**src/rtl/sram_arb_pkg.sv**
```systemverilog
`default_nettype none
// ============================================================================
//  Module      : sram_arb_pkg
//  Description : Shared types and constants for the SRAM-like arbiter.
//                owner_t names a requester, state_t is the grant FSM state,
//                SIZE_* are the SRAM-like transfer size encodings.
//  Revision    : 1.0  initial release
// ============================================================================
package sram_arb_pkg;

    typedef enum logic [0:0] {
        OWNER_INST = 1'b0,
        OWNER_DATA = 1'b1
    } owner_t;

    typedef enum logic [0:0] {
        IDLE = 1'b0,
        LOCK = 1'b1
    } state_t;

    localparam logic [1:0] SIZE_BYTE = 2'd0;
    localparam logic [1:0] SIZE_HALF = 2'd1;
    localparam logic [1:0] SIZE_WORD = 2'd2;

endpackage
`default_nettype wire

```
**src/rtl/owner_fifo.sv**
```systemverilog
`default_nettype none
// ============================================================================
//  Module      : owner_fifo
//  Description : Small FIFO of 1-bit owner tags recording which requester
//                owns each accepted-but-unreturned transaction.
//  Ports       : clk, rst   clock, synchronous active-high reset
//                push, din  enqueue an owner (ignored when full)
//                pop, dout  dequeue the head owner (ignored when empty)
//                full/empty occupancy flags
//  Parameters  : DEPTH      number of entries, power of two, >= 1
//  Revision    : 1.0  initial release
// ============================================================================
module owner_fifo
    import sram_arb_pkg::*;
#(
    parameter int DEPTH = 2
) (
    input  logic   clk,
    input  logic   rst,
    input  logic   push,
    input  logic   pop,
    input  owner_t din,
    output owner_t dout,
    output logic   full,
    output logic   empty
);

    localparam int CW = $clog2(DEPTH + 1);

    logic [CW-1:0] r_count;
    logic          w_push;
    logic          w_pop;

    assign full   = (r_count == CW'(DEPTH));
    assign empty  = (r_count == '0);
    // A push while full is dropped even if a pop happens in the same cycle.
    assign w_push = push && !full;
    assign w_pop  = pop && !empty;

    always_ff @(posedge clk) begin
        if (rst) begin
            r_count <= '0;
        end else if (w_push && !w_pop) begin
            r_count <= r_count + 1'b1;
        end else if (w_pop && !w_push) begin
            r_count <= r_count - 1'b1;
        end
    end

    generate
        if (DEPTH == 1) begin : g_single
            // One slot: no pointers needed, the slot is always the head.
            owner_t r_slot;

            always_ff @(posedge clk) begin
                if (rst) begin
                    r_slot <= OWNER_INST;
                end else if (w_push) begin
                    r_slot <= din;
                end
            end

            assign dout = r_slot;
        end else begin : g_ring
            localparam int PW = $clog2(DEPTH);

            owner_t        r_mem [DEPTH];
            logic [PW-1:0] r_wr_ptr;
            logic [PW-1:0] r_rd_ptr;
            logic [PW-1:0] w_wr_ptr_nxt;
            logic [PW-1:0] w_rd_ptr_nxt;

            assign w_wr_ptr_nxt = (r_wr_ptr == PW'(DEPTH - 1)) ? '0 : r_wr_ptr + 1'b1;
            assign w_rd_ptr_nxt = (r_rd_ptr == PW'(DEPTH - 1)) ? '0 : r_rd_ptr + 1'b1;

            always_ff @(posedge clk) begin
                if (rst) begin
                    r_wr_ptr <= '0;
                    r_rd_ptr <= '0;
                    for (int i = 0; i < DEPTH; i++) begin
                        r_mem[i] <= OWNER_INST;
                    end
                end else begin
                    if (w_push) begin
                        r_mem[r_wr_ptr] <= din;
                        r_wr_ptr        <= w_wr_ptr_nxt;
                    end
                    if (w_pop) begin
                        r_rd_ptr <= w_rd_ptr_nxt;
                    end
                end
            end

            assign dout = r_mem[r_rd_ptr];
        end
    endgenerate

endmodule
`default_nettype wire

```
**src/rtl/sram_arbiter.sv**
```systemverilog
`default_nettype none
// ============================================================================
//  Module      : sram_arbiter
//  Description : Shares one SRAM-like master port between the instruction
//                and data requesters. The address phase is arbitrated and the
//                grant is held until the master accepts it; an owner FIFO
//                routes returning data back in order, allowing up to
//                OUTSTANDING transactions in flight.
//  Ports       : clk, rst                     clock, sync active-high reset
//                inst_* / data_*              SRAM-like slave ports
//                m_*                          SRAM-like master port
//  Parameters  : OUTSTANDING                  max accepted-but-unreturned
//  Macros      : ARB_ROUND_ROBIN_EN           round-robin arbitration when
//                                             defined, otherwise fixed
//                                             priority (data over inst)
//  Revision    : 1.0  initial release
// ============================================================================
module sram_arbiter
    import sram_arb_pkg::*;
#(
    parameter int OUTSTANDING = 2
) (
    input  logic        clk,
    input  logic        rst,
    input  logic        inst_req,
    input  logic        inst_wr,
    input  logic [1:0]  inst_size,
    input  logic [31:0] inst_addr,
    input  logic [31:0] inst_wdata,
    output logic [31:0] inst_rdata,
    output logic        inst_addr_ok,
    output logic        inst_data_ok,
    input  logic        data_req,
    input  logic        data_wr,
    input  logic [1:0]  data_size,
    input  logic [31:0] data_addr,
    input  logic [31:0] data_wdata,
    output logic [31:0] data_rdata,
    output logic        data_addr_ok,
    output logic        data_data_ok,
    output logic        m_req,
    output logic        m_wr,
    output logic [1:0]  m_size,
    output logic [31:0] m_addr,
    output logic [31:0] m_wdata,
    input  logic [31:0] m_rdata,
    input  logic        m_addr_ok,
    input  logic        m_data_ok
);

    state_t r_state;
    state_t w_state_nxt;
    owner_t r_lock_owner;
    owner_t w_lock_owner_nxt;
    owner_t w_winner;
    owner_t w_sel;
    owner_t w_head;
    logic   w_full;
    logic   w_empty;
    logic   w_grant;
    logic   w_push;
    logic   w_pop;

`ifdef ARB_ROUND_ROBIN_EN
    owner_t r_last_grant;

    // Remembers the most recently accepted owner so a contest favours the other.
    always_ff @(posedge clk) begin
        if (rst) begin
            r_last_grant <= OWNER_INST;
        end else if (w_push) begin
            r_last_grant <= w_sel;
        end
    end
`endif

    // Winner among the live requests; only meaningful in IDLE.
    always_comb begin
        w_winner = OWNER_INST;
        if (inst_req && data_req) begin
`ifdef ARB_ROUND_ROBIN_EN
            w_winner = (r_last_grant == OWNER_INST) ? OWNER_DATA : OWNER_INST;
`else
            w_winner = OWNER_DATA;
`endif
        end else if (data_req) begin
            w_winner = OWNER_DATA;
        end
    end

    // A held grant overrides arbitration; full FIFO suppresses the request
    // without disturbing the held grant.
    assign w_sel   = (r_state == LOCK) ? r_lock_owner : w_winner;
    assign w_grant = !w_full && ((r_state == LOCK) || inst_req || data_req);
    assign w_push  = w_grant && m_addr_ok;
    assign w_pop   = m_data_ok && !w_empty;

    always_comb begin
        m_req   = w_grant;
        m_wr    = 1'b0;
        m_size  = 2'd0;
        m_addr  = 32'd0;
        m_wdata = 32'd0;
        if (w_grant) begin
            if (w_sel == OWNER_DATA) begin
                m_wr    = data_wr;
                m_size  = data_size;
                m_addr  = data_addr;
                m_wdata = data_wdata;
            end else begin
                m_wr    = inst_wr;
                m_size  = inst_size;
                m_addr  = inst_addr;
                m_wdata = inst_wdata;
            end
        end
    end

    assign inst_addr_ok = w_push && (w_sel == OWNER_INST);
    assign data_addr_ok = w_push && (w_sel == OWNER_DATA);
    assign inst_data_ok = w_pop && (w_head == OWNER_INST);
    assign data_data_ok = w_pop && (w_head == OWNER_DATA);
    assign inst_rdata   = m_rdata;
    assign data_rdata   = m_rdata;

    always_ff @(posedge clk) begin
        if (rst) begin
            r_state      <= IDLE;
            r_lock_owner <= OWNER_INST;
        end else begin
            r_state      <= w_state_nxt;
            r_lock_owner <= w_lock_owner_nxt;
        end
    end

    always_comb begin
        w_state_nxt      = r_state;
        w_lock_owner_nxt = r_lock_owner;
        case (r_state)
            IDLE: begin
                if (w_grant && !m_addr_ok) begin
                    w_state_nxt      = LOCK;
                    w_lock_owner_nxt = w_winner;
                end
            end
            LOCK: begin
                if (w_push) begin
                    w_state_nxt = IDLE;
                end
            end
            default: w_state_nxt = IDLE;
        endcase
    end

    owner_fifo #(
        .DEPTH (OUTSTANDING)
    ) u_owner_fifo (
        .clk   (clk),
        .rst   (rst),
        .push  (w_push),
        .pop   (w_pop),
        .din   (w_sel),
        .dout  (w_head),
        .full  (w_full),
        .empty (w_empty)
    );

endmodule
`default_nettype wire

```
**config.mk**
```make
export PLATFORM = sky130hd
export DESIGN_NAME = sram_arbiter
export DESIGN_NICKNAME = d
export VERILOG_FILES = /design/src/rtl/sram_arb_pkg.sv /design/src/rtl/owner_fifo.sv /design/src/rtl/sram_arbiter.sv
export SDC_FILE = /design/constraint.sdc
export NUM_CORES = 1
export LEC_CHECK = 0
export ABC_AREA = 1
export BUFFER_PORTS_ARGS = -buffer_cell sky130_fd_sc_hd__buf_2
export CAP_MARGIN = 10
export CORE_AREA = 8 8 114 116
export DETAILED_ROUTE_END_ITERATION = 10
export DIE_AREA = 0 0 122 124
export SLEW_MARGIN = 0
export SYNTH_ARGS = -nofsm -noshare
export SYNTH_HDL_FRONTEND = slang
export SYNTH_HIERARCHICAL = 1
export SYNTH_SLANG_ARGS = --single-unit
```
**constraint.sdc**
```tcl
create_clock -name clk -period 3.45 [get_ports clk]
set_input_delay 0.1725 -clock clk [delete_from_list [all_inputs] [get_ports clk]]
set_output_delay 0.1725 -clock clk [all_outputs]
set_load 0.02 [all_outputs]
```
## Word level (Yosys, flattened, before mapping)

Memories as Yosys holds them, arrays and structs flattened. A register that Yosys moved wholly into a read port is not among the register bits.
Index checks and enable logic that the tools add are counted.

- Add/subtract/negate cells: 4
- Equal/unequal tests: 1
- Multiplexer cells: 28
- Bitwise operators: 3
- Reductions and logical operators: 24

Operators by type and width:

| cell | number |
|---|---|
| $mux W32 | 4 |
| $mux W1 | 19 |
| $logic_and A1 B1 Y1 | 13 |
| $mux W2 | 4 |
| $logic_not A1 Y1 | 5 |
| $not A1 Y1 | 3 |
| $add A1 B1 Y1 const B | 2 |
| $add A2 B1 Y2 const B | 1 |
| $eq A2 B2 Y1 const B | 1 |
| $logic_not A2 Y1 | 1 |
| $logic_or A1 B1 Y1 | 2 |
| $pmux W1 S2 | 1 |
| $reduce_and A2 Y1 | 1 |
| $reduce_bool A2 Y1 | 1 |
| $sub A2 B1 Y2 const B | 1 |
| $reduce_or A1 Y1 | 1 |

- Register bits after elaboration: 6
- RAM bits: 2
- Bits of input ports: 172
- Output and inout bits: 136
- Logic and storage cells: 66
- Memories kept: 1

Memory list:

| memory | depth | width | rd ports | clocked after Yosys merged registers in | write ports | line | text |
|---|---|---|---|---|---|---|---|
| u_owner_fifo.g_ring.r_mem | 2 | 1 | 1 | 1 | 2 | owner_fifo.sv:67 | `owner_t r_mem [DEPTH];` |

## Logic depth before layout (Yosys ltp)

Gate-level depths: netlist of the first run.

- Depth in word-level cells: 10
- Gate-level depth with buffers: 15
- Mapped depth without buffers: 14

## Cells and area by module

Netlist of the first run, hierarchy kept.

By module, submodules not included:

| module | instances | cells each | area each (um2) | seq. area each (um2) |
|---|---|---|---|---|
| sram_arbiter | 1 | 315 | 1607.8 | 40.0 |
| owner_fifo | 1 | 44 | 344.1 | 160.2 |

## Worst setup path after synthesis of the first run

No wires, ideal clock.

- Path kind: reg-to-reg
- Start: reg u_owner_fifo.r_count[1]
- End: reg u_owner_fifo.r_count[1]
- Setup time: 64 ps
- Data arrival time: 1770 ps
- Data required time: 3386 ps
- Slack: 1616 ps
- Cell stages (with the launch flop): 15
- Buffers on the path: 1
- Period minus slack after synthesis: 1834 ps
- Cells stage by stage: dfxtp_1 inv_2 nor2_2 inv_1 nand2_1 buf_2 nor2_1 inv_1 nor2_4 ha_1 inv_1 nand3_1 nand2_1 inv_1 nor2_1

- Longest elaborated chain between the ends: 8
- Elaborated cells between the ends (all ways): 18
- Classes of those cells: add/sub: 2; eq/ne: 1; mux: 2; reduce/logical: 13

Ends and longest elaborated chain:

| what | line | text |
|---|---|---|
| from (decl) | owner_fifo.sv:30 | `logic [CW-1:0] r_count;` |
| from (signal assigned) | owner_fifo.sv:44 | `r_count <= r_count + 1'b1;` |
| from (signal assigned) | owner_fifo.sv:46 | `r_count <= r_count - 1'b1;` |
| $eq A2 B2 Y1 (*) | owner_fifo.sv:34 | `assign full = (r_count == CW'(DEPTH));` |
| named net w_full | sram_arbiter.sv:58 | `logic w_full;` |
| $logic_not A1 Y1 (*) | sram_arbiter.sv:94 | `assign w_grant = !w_full && ((r_state == LOCK) \|\| inst_req \|\| data_req);` |
| $logic_and A1 B1 Y1 (*) | sram_arbiter.sv:94 |  |
| $logic_and A1 B1 Y1 (*) | sram_arbiter.sv:95 | `assign w_push = w_grant && m_addr_ok;` |
| named net w_push | sram_arbiter.sv:61 | `logic w_push;` |
| $logic_and A1 B1 Y1 (*) | owner_fifo.sv:37 | `assign w_push = push && !full;` |
| named net u_owner_fifo.w_push | owner_fifo.sv:31 | `logic w_push;` |
| $logic_not A1 Y1 | owner_fifo.sv:45 | `end else if (w_pop && !w_push) begin` |
| $logic_and A1 B1 Y1 | owner_fifo.sv:45 |  |
| $reduce_bool A2 Y1 (no source line) | -- |  |

The timed path passes the listed nets; every way through them passes the cells marked *. The select of a mux whose other input is x is not followed.
A chain may end at the register's enable or synchronous reset.

## Worst setup path in the final report of the first run

- Start: reg u_owner_fifo.r_count[1]
- End: out m_addr[20]

- Longest elaborated chain between the ends: 4

Ends and longest elaborated chain:

| what | line | text |
|---|---|---|
| $eq A2 B2 Y1 | owner_fifo.sv:34 |  |
| named net w_full | sram_arbiter.sv:58 |  |
| $logic_not A1 Y1 | sram_arbiter.sv:94 |  |
| $logic_and A1 B1 Y1 | sram_arbiter.sv:94 |  |
| $mux W32 | sram_arbiter.sv:104 | `if (w_grant) begin` |
| to (decl) | sram_arbiter.sv:44 | `output logic [31:0] m_addr,` |

The timed path passes the listed nets, and every way through them passes these cells.

==> metrics.yaml, run 1 <==
outcome:
  outcome: "completed"
clock_network:
  insertion_delay_ns: 0.23
  cts_made_buffers: 3
  clk_pin_slew_ns: 0.04
  cts_resized: 0
  clock-sinks: 9
  cts_setup_buffers: 0
  cts_root_buffer: "clkbuf_16"
  htreeDepth: 1
  cts_tree: "done"
  ctsHoldBuffers: 0
  cts.path.max_buffers: 2
yosys:
  ys_ff_latch: 9
  synth_largest_area_cell: "nand2_1"
  yosys_warnings: 6
  yosysMostFrequentCell: "nand2_1"
  yosys.area.top_type_share_pct: 28.1
  avgSynthCellArea_um2: 5.44
  ys_async_sr_fraction_pct: 0
  synth_seq_area_share_pct: 10.3
  synthCells: 359
  synth_edf_count: 2
  synthesis.area_um2: 1950
  synth_area_leaders: "nand2_1, buf_4, a21oi_1, dfxtp_1, buf_2"
  netlist_top_cells_count: "nand2_1, a21oi_1, buf_4, inv_1, buf_2"
  synth-main-ff-cell: "dfxtp_1"
  synth_nets: 532
  synth_cell_types: 24
detailed_routing:
  vias: 2564
  viasPerCell: 4.04
  ant_nets: 0
  totalWireLength_um: 8080
  drt_iter0_drc: 76
  wire_per_inst_um: 12.7
  drc_errors: 0
  drtPass1Iterations: 4
placed_design:
  place.port_buffers: 211
  place.gp.congestion: 0.775
  dpl_worst_slack_ns: 1.25
  hpwl_um: 6740
grt:
  met1_usage_pct: 9.53
  grt_util_met2_pct: 16.2
  grt_max_degree: 70
  grt_pass1_vias: 2485
  grt.overflow.total: 0
  grt_busiest_layer: "met2"
  grt_pass1_wl_um: 11600
  grt_util_all_layers_pct: 9.20
  gr-usage-met3_pct: 4.22
  antenna_found_initial: 0
critical_path:
  path_cells: "inv_2, nor2_2, inv_1, nand2_2, buf_4, a21oi_1, buf_2"
  startpoint: "u_owner_fifo/r_count[1]"
  cp_top_family: "buffers and inverters"
  crit_type: "register to output pin"
  timing.rr.start: "u_owner_fifo/r_count[1]"
  r2r_cells: 13
  critPathBufInv: 4
  worstPathArrival_ns: 2.20
  cp-end-kind: "output pin"
  path_max_fanout: 38
  r2r-end: "u_owner_fifo/r_count[1]"
  crit_path_top_delay_cell: "nand2_2"
  worst_ep_required_time_ns: 3.28
  worst_setup_path_start_kind: "register"
  rrSetupSlack_ns: 1.25
  slowest_delay_ns: 0.51
job:
  maxCapViolCount: 0
timing:
  clock_skew_ns: 0.00222
  fin_tns_setup_ns: 0
  slew-limit-headroom_pct: 53.5
  max_freq_ghz: 0.421
  worst_slew_pin_slew_ns: 0.697
  fin_crit_ns: 2.38
  worst_slack_ns: 1.07
  setup_viol: 0
  hold_viol: 0
  rsz0062_at_grt: "no"
  slew_violations: 0
  final.period_utilization_pct: 68.8
worst_hold_path:
  hold_path_class: "primary input to register"
  hold_depth: 2
  min_from: "rst"
floorplanning:
  die_h_um: 124
  ios: 308
  fp-row-count: 39
  initial_core_util_pct: 17.5
  fp.dieW_um: 122
  die_area_um2: 15100
  core-area_um2: 11200
power_and_ir_drop:
  power_density_nw_per_um2: 525
  max-vdd-ir-drop_mv: 0.259
  finalPower_w: 0.00141
  p_leak_nw: 1.57
final_layout:
  syn_to_final_growth_pct: 38.0
  drive_above_1_share_pct: 46.3
  nNetsFinal: 666
  antenna_cells: 0
  fillers: 1295
worst register-to-register path, cell delays in order, from the launching register on:
cell and delay, ns:
dfxtp_1 0.38, inv_2 0.06, nor2_2 0.17, inv_1 0.11
nand2_2 0.51, nor2_1 0.08, inv_1 0.12, nor2_4 0.06
ha_1 0.33, inv_1 0.08, nand3_1 0.08, nand2_1 0.06
inv_1 0.03, nor2_1 0.08
logic make-up after synthesis:
family | share of synthesized area (%)
AOI/OAI and AO/OA | 19.0
muxes | 0.577
DFF | 10.3
and+or+nand+nor | 34.8
buffers and inverters | 34.7
adders and majority gates | 0.641
final cells by class:
type | instances | area (µm²) | share of cell area [%]
timing repair buffer | 214 | 1090 | 40.5
multi-input combinational | 247 | 1080 | 39.9
sequential | 9 | 200 | 7.43
tap | 143 | 179 | 6.64
clock buffer | 3 | 75.1 | 2.79
inverter | 18 | 67.6 | 2.51
clock inverter | 1 | 5.00 | 0.186
layout by cell type, fill, tap and decap left out, drive strengths merged:
| master | instances |
|---|---|
| nor3 | 5 |
| nor3b | 1 |
| a21oi | 71 |
| buf | 214 |
| clkbuf | 3 |
| nor2 | 11 |
| clkinv | 1 |
| inv | 18 |
| mux2 | 1 |
| nand4 | 2 |
| ha | 1 |
| o21ai | 3 |
| nand2 | 149 |
| edfxtp | 2 |
| and2 | 1 |
| dfxtp | 7 |
| nand3 | 2 |
power by group:
part           internal [W]  leakage (nW)  total, W  switching [W]
clock              0.000153        0.0409  0.000203      0.0000499
combinational      0.000346          1.45   0.00105       0.000708
sequential         0.000136        0.0787  0.000157      0.0000213
worst max path at each step:
stage                                    to  slack, ns  cells past startpoint
floorplan           u_owner_fifo/r_count[1]       1.62                     14
global placement    u_owner_fifo/r_count[1]       1.27                     13
detailed placement  u_owner_fifo/r_count[1]       1.25                     13
CTS                             m_wdata[27]       1.04                      7
global route                     m_addr[18]       0.86                      7
finish                           m_addr[20]       1.07                      7
stage by stage:
step	hold slack, ns	area [µm²]	util (%)	cells
finish	0.176	2690	24.1	635
global placement	0.345	2610	23.4	631
detailed placement	0.345	2610	23.4	631
floorplan	0.242	1950	-	359
CTS	0.173	2690	24.1	635
global route	0.197	2690	24.1	635
routing by layer:
metal | vias up | wire (µm)
met3 | 17 | 1300
met1 | 1045 | 2850
met2 | 170 | 3790
met4 | 0 | 142
met5 | - | 0
li1 | 1332 | -
No activity file was read; power rests on OpenSTA's default activity.
==> run 2: changes to the inputs <==
- ABC_AREA: 1 -> 0
- CORE_AREA: 8 8 114 116 -> 8 8 113 115
- DIE_AREA: 0 0 122 124 -> 0 0 121 123
- clock period: 3.45 -> 2.1 ns (I/O delays scaled with it)
==> metrics.yaml, run 2 <==
outcome:
  outcome: "completed"
detailed_routing:
  drtPass1Iterations: 4
  totalWireLength_um: 8480
  drc_errors: 0
  vias: 2587
  wire_per_inst_um: 13.7
  ant_nets: 0
  viasPerCell: 4.19
  drt_iter0_drc: 99
floorplanning:
  core-area_um2: 11100
  fp-row-count: 39
  ios: 308
  initial_core_util_pct: 17.5
  die_area_um2: 14900
  die_h_um: 123
  fp.dieW_um: 121
power_and_ir_drop:
  p_leak_nw: 1.56
  power_density_nw_per_um2: 963
  max-vdd-ir-drop_mv: 0.428
final_layout:
  fin_area_um2: 2720
  multiInputGateArea_um2: 1120
  nNetsFinal: 648
  ff_latch_area_um2: 201
  drive_above_1_share_pct: 48.5
  antenna_cells: 0
  mostFrequentLayoutCells: "buf_2, nand2_1, a21oi_1"
  fillers: 1302
  final_common_cell: "buf_2"
  syn_to_final_growth_pct: 39.9
yosys:
  yosysMostFrequentCell: "nand2_1"
  synth_edf_count: 2
  synth_cell_types: 30
  netlist_top_cells_count: "nand2_1, a21oi_1, buf_4, buf_2, clkbuf_1"
  yosys_warnings: 6
  synthesis.area_um2: 1940
  synth-main-ff-cell: "dfxtp_1"
  synth_seq_area_share_pct: 10.3
  synth_nets: 513
  synthCells: 340
  ys_async_sr_fraction_pct: 0
  yosys.area.top_type_share_pct: 26.1
  avgSynthCellArea_um2: 5.71
  ys_ff_latch: 9
  synth_largest_area_cell: "nand2_1"
  synth_area_leaders: "nand2_1, buf_4, a21oi_1, dfxtp_1, buf_6"
worst_hold_path:
  hold_path_class: "primary input to register"
timing:
  slew_violations: 0
  rsz0062_at_grt: "no"
  max_freq_ghz: 0.496
  fin_tns_setup_ns: 0
  slew-limit-headroom_pct: 52.3
  final.period_utilization_pct: 96.1
  hold_viol: 0
  setup_viol: 0
  worst_slew_pin_slew_ns: 0.716
  clock_skew_ns: 0.00182
  fin_crit_ns: 2.02
critical_path:
  crit_type: "register to output pin"
  worstPathArrival_ns: 1.91
  path_max_fanout: 67
  worst_setup_path_start_kind: "register"
  rrSetupSlack_ns: 0.16
  worst_ep_required_time_ns: 2.00
  cp-end-kind: "output pin"
grt:
  gr-usage-met3_pct: 5.11
  grt_pass1_wl_um: 11900
  grt.overflow.total: 0
  grt_util_all_layers_pct: 9.65
  antenna_found_initial: 0
  grt_util_met2_pct: 16.4
  grt_busiest_layer: "met2"
  grt_max_degree: 71
  met1_usage_pct: 9.83
  grt_pass1_vias: 2525
clock_network:
  cts_tree: "done"
  insertion_delay_ns: 0.23
  htreeDepth: 1
  clock-sinks: 9
  cts_root_buffer: "clkbuf_16"
  cts_made_buffers: 3
  cts.path.max_buffers: 2
  ctsHoldBuffers: 0
  clk_pin_slew_ns: 0.04
placed_design:
  place.gp.congestion: 0.749
  placedInstanceArea_um2: 2630
  place.port_buffers: 211
  hpwl_um: 6940
job:
  maxCapViolCount: 0
-- run 2: cell types whose count changed after synthesis, sizes merged, moves of 2 or more --
cell,change
nand4,-2
clkbuf,+7
nand2,-14
nand3,-2
inv,-14
buf,-5
nor2b,+3
or3,+2
nor2,-4
and3,+2
xor2,+3
nor3,-3
-- run 2: cells by family after synthesis --
| logic type | after synthesis | share of synthesized area (%) |
|---|---|---|
| compound gates | 77 | 20.4 |
| xor+xnor | 3 | 1.35 |
| simple gates | 157 | 32.8 |
| mux | 2 | 1.74 |
| buf+inv | 91 | 32.8 |
| fa+ha+maj | 1 | 0.644 |
| flops | 9 | 10.3 |
-- run 2: cell type report --
| class | count | area share (%) |
|---|---|---|
| Clock buffer | 4 | 2.90 |
| Multi-Input combinational cell | 240 | 41.1 |
| Tap cell | 143 | 6.58 |
| Inverter | 4 | 0.552 |
| Timing Repair Buffer | 217 | 41.4 |
| Sequential cell | 9 | 7.41 |
-- run 2: critical path: stages (launching register included) --
cell	delay, ns
dfxtp_1	0.33
nor2b_4	0.13
or2_2	0.31
buf_4	0.30
a21oi_1	0.31
buf_2	0.22
-- run 2: worst paths after layout --
path,depth (start not counted),to,from
setup / recovery,5,m_wdata[28],u_owner_fifo/r_count[1]
hold / removal,3,r_lock_owner,data_req
setup reg to reg,9,u_owner_fifo/r_count[1],u_owner_fifo/r_count[1]
hold reg to reg,2,register,u_owner_fifo/g_ring.r_rd_ptr
-- run 2: layer usage --
metal  up-vias  wire length, µm
met5         -                0
met4         0              244
met3        27             1310
met2       173             3840
met1      1095             3080
li1       1292                -
-- run 2: per-stage QoR --
stage	power, W	utilization (%)	hold WS (ns)	setup slack (ns)	cells
detailed placement	0.00231	23.8	0.210	0.114	613
CTS	0.00267	24.5	0.159	0.101	617
global placement	0.00231	23.8	0.210	0.129	613
floorplan	0.00181	-	0.174	0.0180	340
finish	0.00262	24.5	0.162	0.0829	617
global route	0.00283	24.5	0.188	0.0100	617
-- run 2: repair_timing --
action                                  CTS  global route
setup buffers                             0             0
endpoints found under the setup margin    0             1
resized for setup                         0             1
-- run 2: report_power, final --
| group | switching [W] | total (W) | leakage, nW | internal, W |
|---|---|---|---|---|
| registers | 0.0000421 | 0.000270 | 0.0789 | 0.000228 |
| clock network | 0.0000799 | 0.000333 | 0.0382 | 0.000254 |
| logic | 0.00132 | 0.00201 | 1.44 | 0.000690 |
==> run 3: changes to the inputs <==
- ABC_AREA: 0 -> 1
- CORE_AREA: 8 8 113 115 -> 8 8 114 116
- DIE_AREA: 0 0 121 123 -> 0 0 122 124
==> metrics.yaml, run 3 (synthesis results as in run 1) <==
detailed_routing:
  drtPass1Iterations: 4
  wire_per_inst_um: 13.2
  drc_errors: 0
  totalWireLength_um: 8380
  drt_iter0_drc: 74
  ant_nets: 0
  vias: 2617
  viasPerCell: 4.11
final_layout:
  mostFrequentLayoutCells: "buf_2, nand2_1, a21oi_1"
  drive_above_1_share_pct: 46.4
  syn_to_final_growth_pct: 40.0
  nNetsFinal: 668
  final_common_cell: "buf_2"
  fillers: 1326
  antenna_cells: 0
floorplanning:
  initial_core_util_pct: 17.5
  ios: 308
  fp.dieW_um: 122
  die_h_um: 124
  fp-row-count: 39
  die_area_um2: 15100
  core-area_um2: 11200
grt:
  antenna_found_initial: 0
  grt.overflow.total: 0
  grt_util_all_layers_pct: 9.82
  grt_pass1_vias: 2571
  grt_max_degree: 71
  grt_pass1_wl_um: 12300
outcome:
  outcome: "completed"
critical_path:
  path_max_fanout: 40
  worst_setup_path_start_kind: "register"
  cp-end-kind: "output pin"
  crit_type: "register to output pin"
  timing.rr.start: "u_owner_fifo/r_count[1]"
  worstPathArrival_ns: 1.71
  worst_ep_required_time_ns: 2.00
clock_network:
  ctsHoldBuffers: 0
  insertion_delay_ns: 0.23
  cts_root_buffer: "clkbuf_16"
  clock-sinks: 9
  htreeDepth: 1
  cts.path.max_buffers: 2
  cts_made_buffers: 3
  clk_pin_slew_ns: 0.04
  cts_tree: "done"
  cts_setup_buffers: 0
  cts_resized: 0
timing:
  fin_tns_setup_ns: 0
  slew-limit-headroom_pct: 74.1
  max_freq_ghz: 0.551
  fin_crit_ns: 1.81
  slew_violations: 0
  final.period_utilization_pct: 86.4
  worst_slack_ns: 0.286
  setup_viol: 0
  rsz0062_at_grt: "no"
  hold_slack_ns: 0.107
  hold_viol: 0
  worst_slew_pin_slew_ns: 0.388
  clock_skew_ns: 0.000763
power_and_ir_drop:
  finalPower_w: 0.00236
  power_density_nw_per_um2: 864
  p_leak_nw: 1.59
  max-vdd-ir-drop_mv: 0.356
job:
  maxCapViolCount: 0
worst_hold_path:
  min_from: "rst"
  hold_path_class: "primary input to register"
placed_design:
  hpwl_um: 7060
  place.gp.congestion: 0.748
  dpl_worst_slack_ns: 0.380
  place.port_buffers: 211
[run 3: cell count changes in the layout (fill, tap and decap cells not counted), sizes merged, moves of 2 or more]
cell,delta
nand3,+2
nand4,+2
nor3,+3
inv,+14
nand2,+14
nor2b,-3
xor2,-3
and3,-2
nor2,+4
or3,-2
[run 3: path summary, 6_finish.rpt]
path | end | cells past startpoint | slack, ns
setup / recovery | m_addr[0] | 6 | 0.29
hold / removal | register | 2 | 0.11
setup reg to reg | u_owner_fifo/r_count[1] | 13 | 0.40
hold reg to reg | r_lock_owner | 2 | 0.46
[run 3: critical path, stage by stage (launching register included)]
cell and delay [ns]:
dfxtp_1 0.40, nand2_1 0.09, nand2_2 0.09, buf_4 0.36, nand2_1 0.09, a21oi_1 0.23
buf_2 0.22
[run 3: per-layer routing]
metal / track usage, % / wire [µm] / part of all wire, % / vias up
met5: 0 / 0 / 0 / -
met4: 3.55 / 168 / 2.0 / 0
met3: 3.63 / 1190 / 14 / 19
met2: 17.3 / 4010 / 48 / 163
met1: 10.6 / 3010 / 36 / 1097
li1: - / - / - / 1338
[run 3: cell type report]
cell class | instances | area [µm²] | share of cell area [%]
clock buffers | 4 | 78.8 | 2.88
inverters | 18 | 67.6 | 2.47
multi-input cells | 247 | 1080 | 39.4
flip-flops and latches | 9 | 200 | 7.33
well taps | 143 | 179 | 6.55
repair buffers | 216 | 1130 | 41.4
[run 3: power by group]
| part | switching [W] | internal [W] | total (W) |
|---|---|---|---|
| Clock | 0.0000804 | 0.000253 | 0.000334 |
| Sequential | 0.0000333 | 0.000223 | 0.000256 |
| Combinational | 0.00117 | 0.000598 | 0.00177 |
| Total | 0.00129 | 0.00107 | 0.00236 |
[run 3: through the flow]
step | area, µm² | util, % | cells
CTS | 2730 | 24.5 | 637
detailed placement | 2650 | 23.7 | 633
global placement | 2650 | 23.7 | 633
floorplan | 1950 | - | 359
finish | 2730 | 24.5 | 637
global route | 2730 | 24.5 | 637
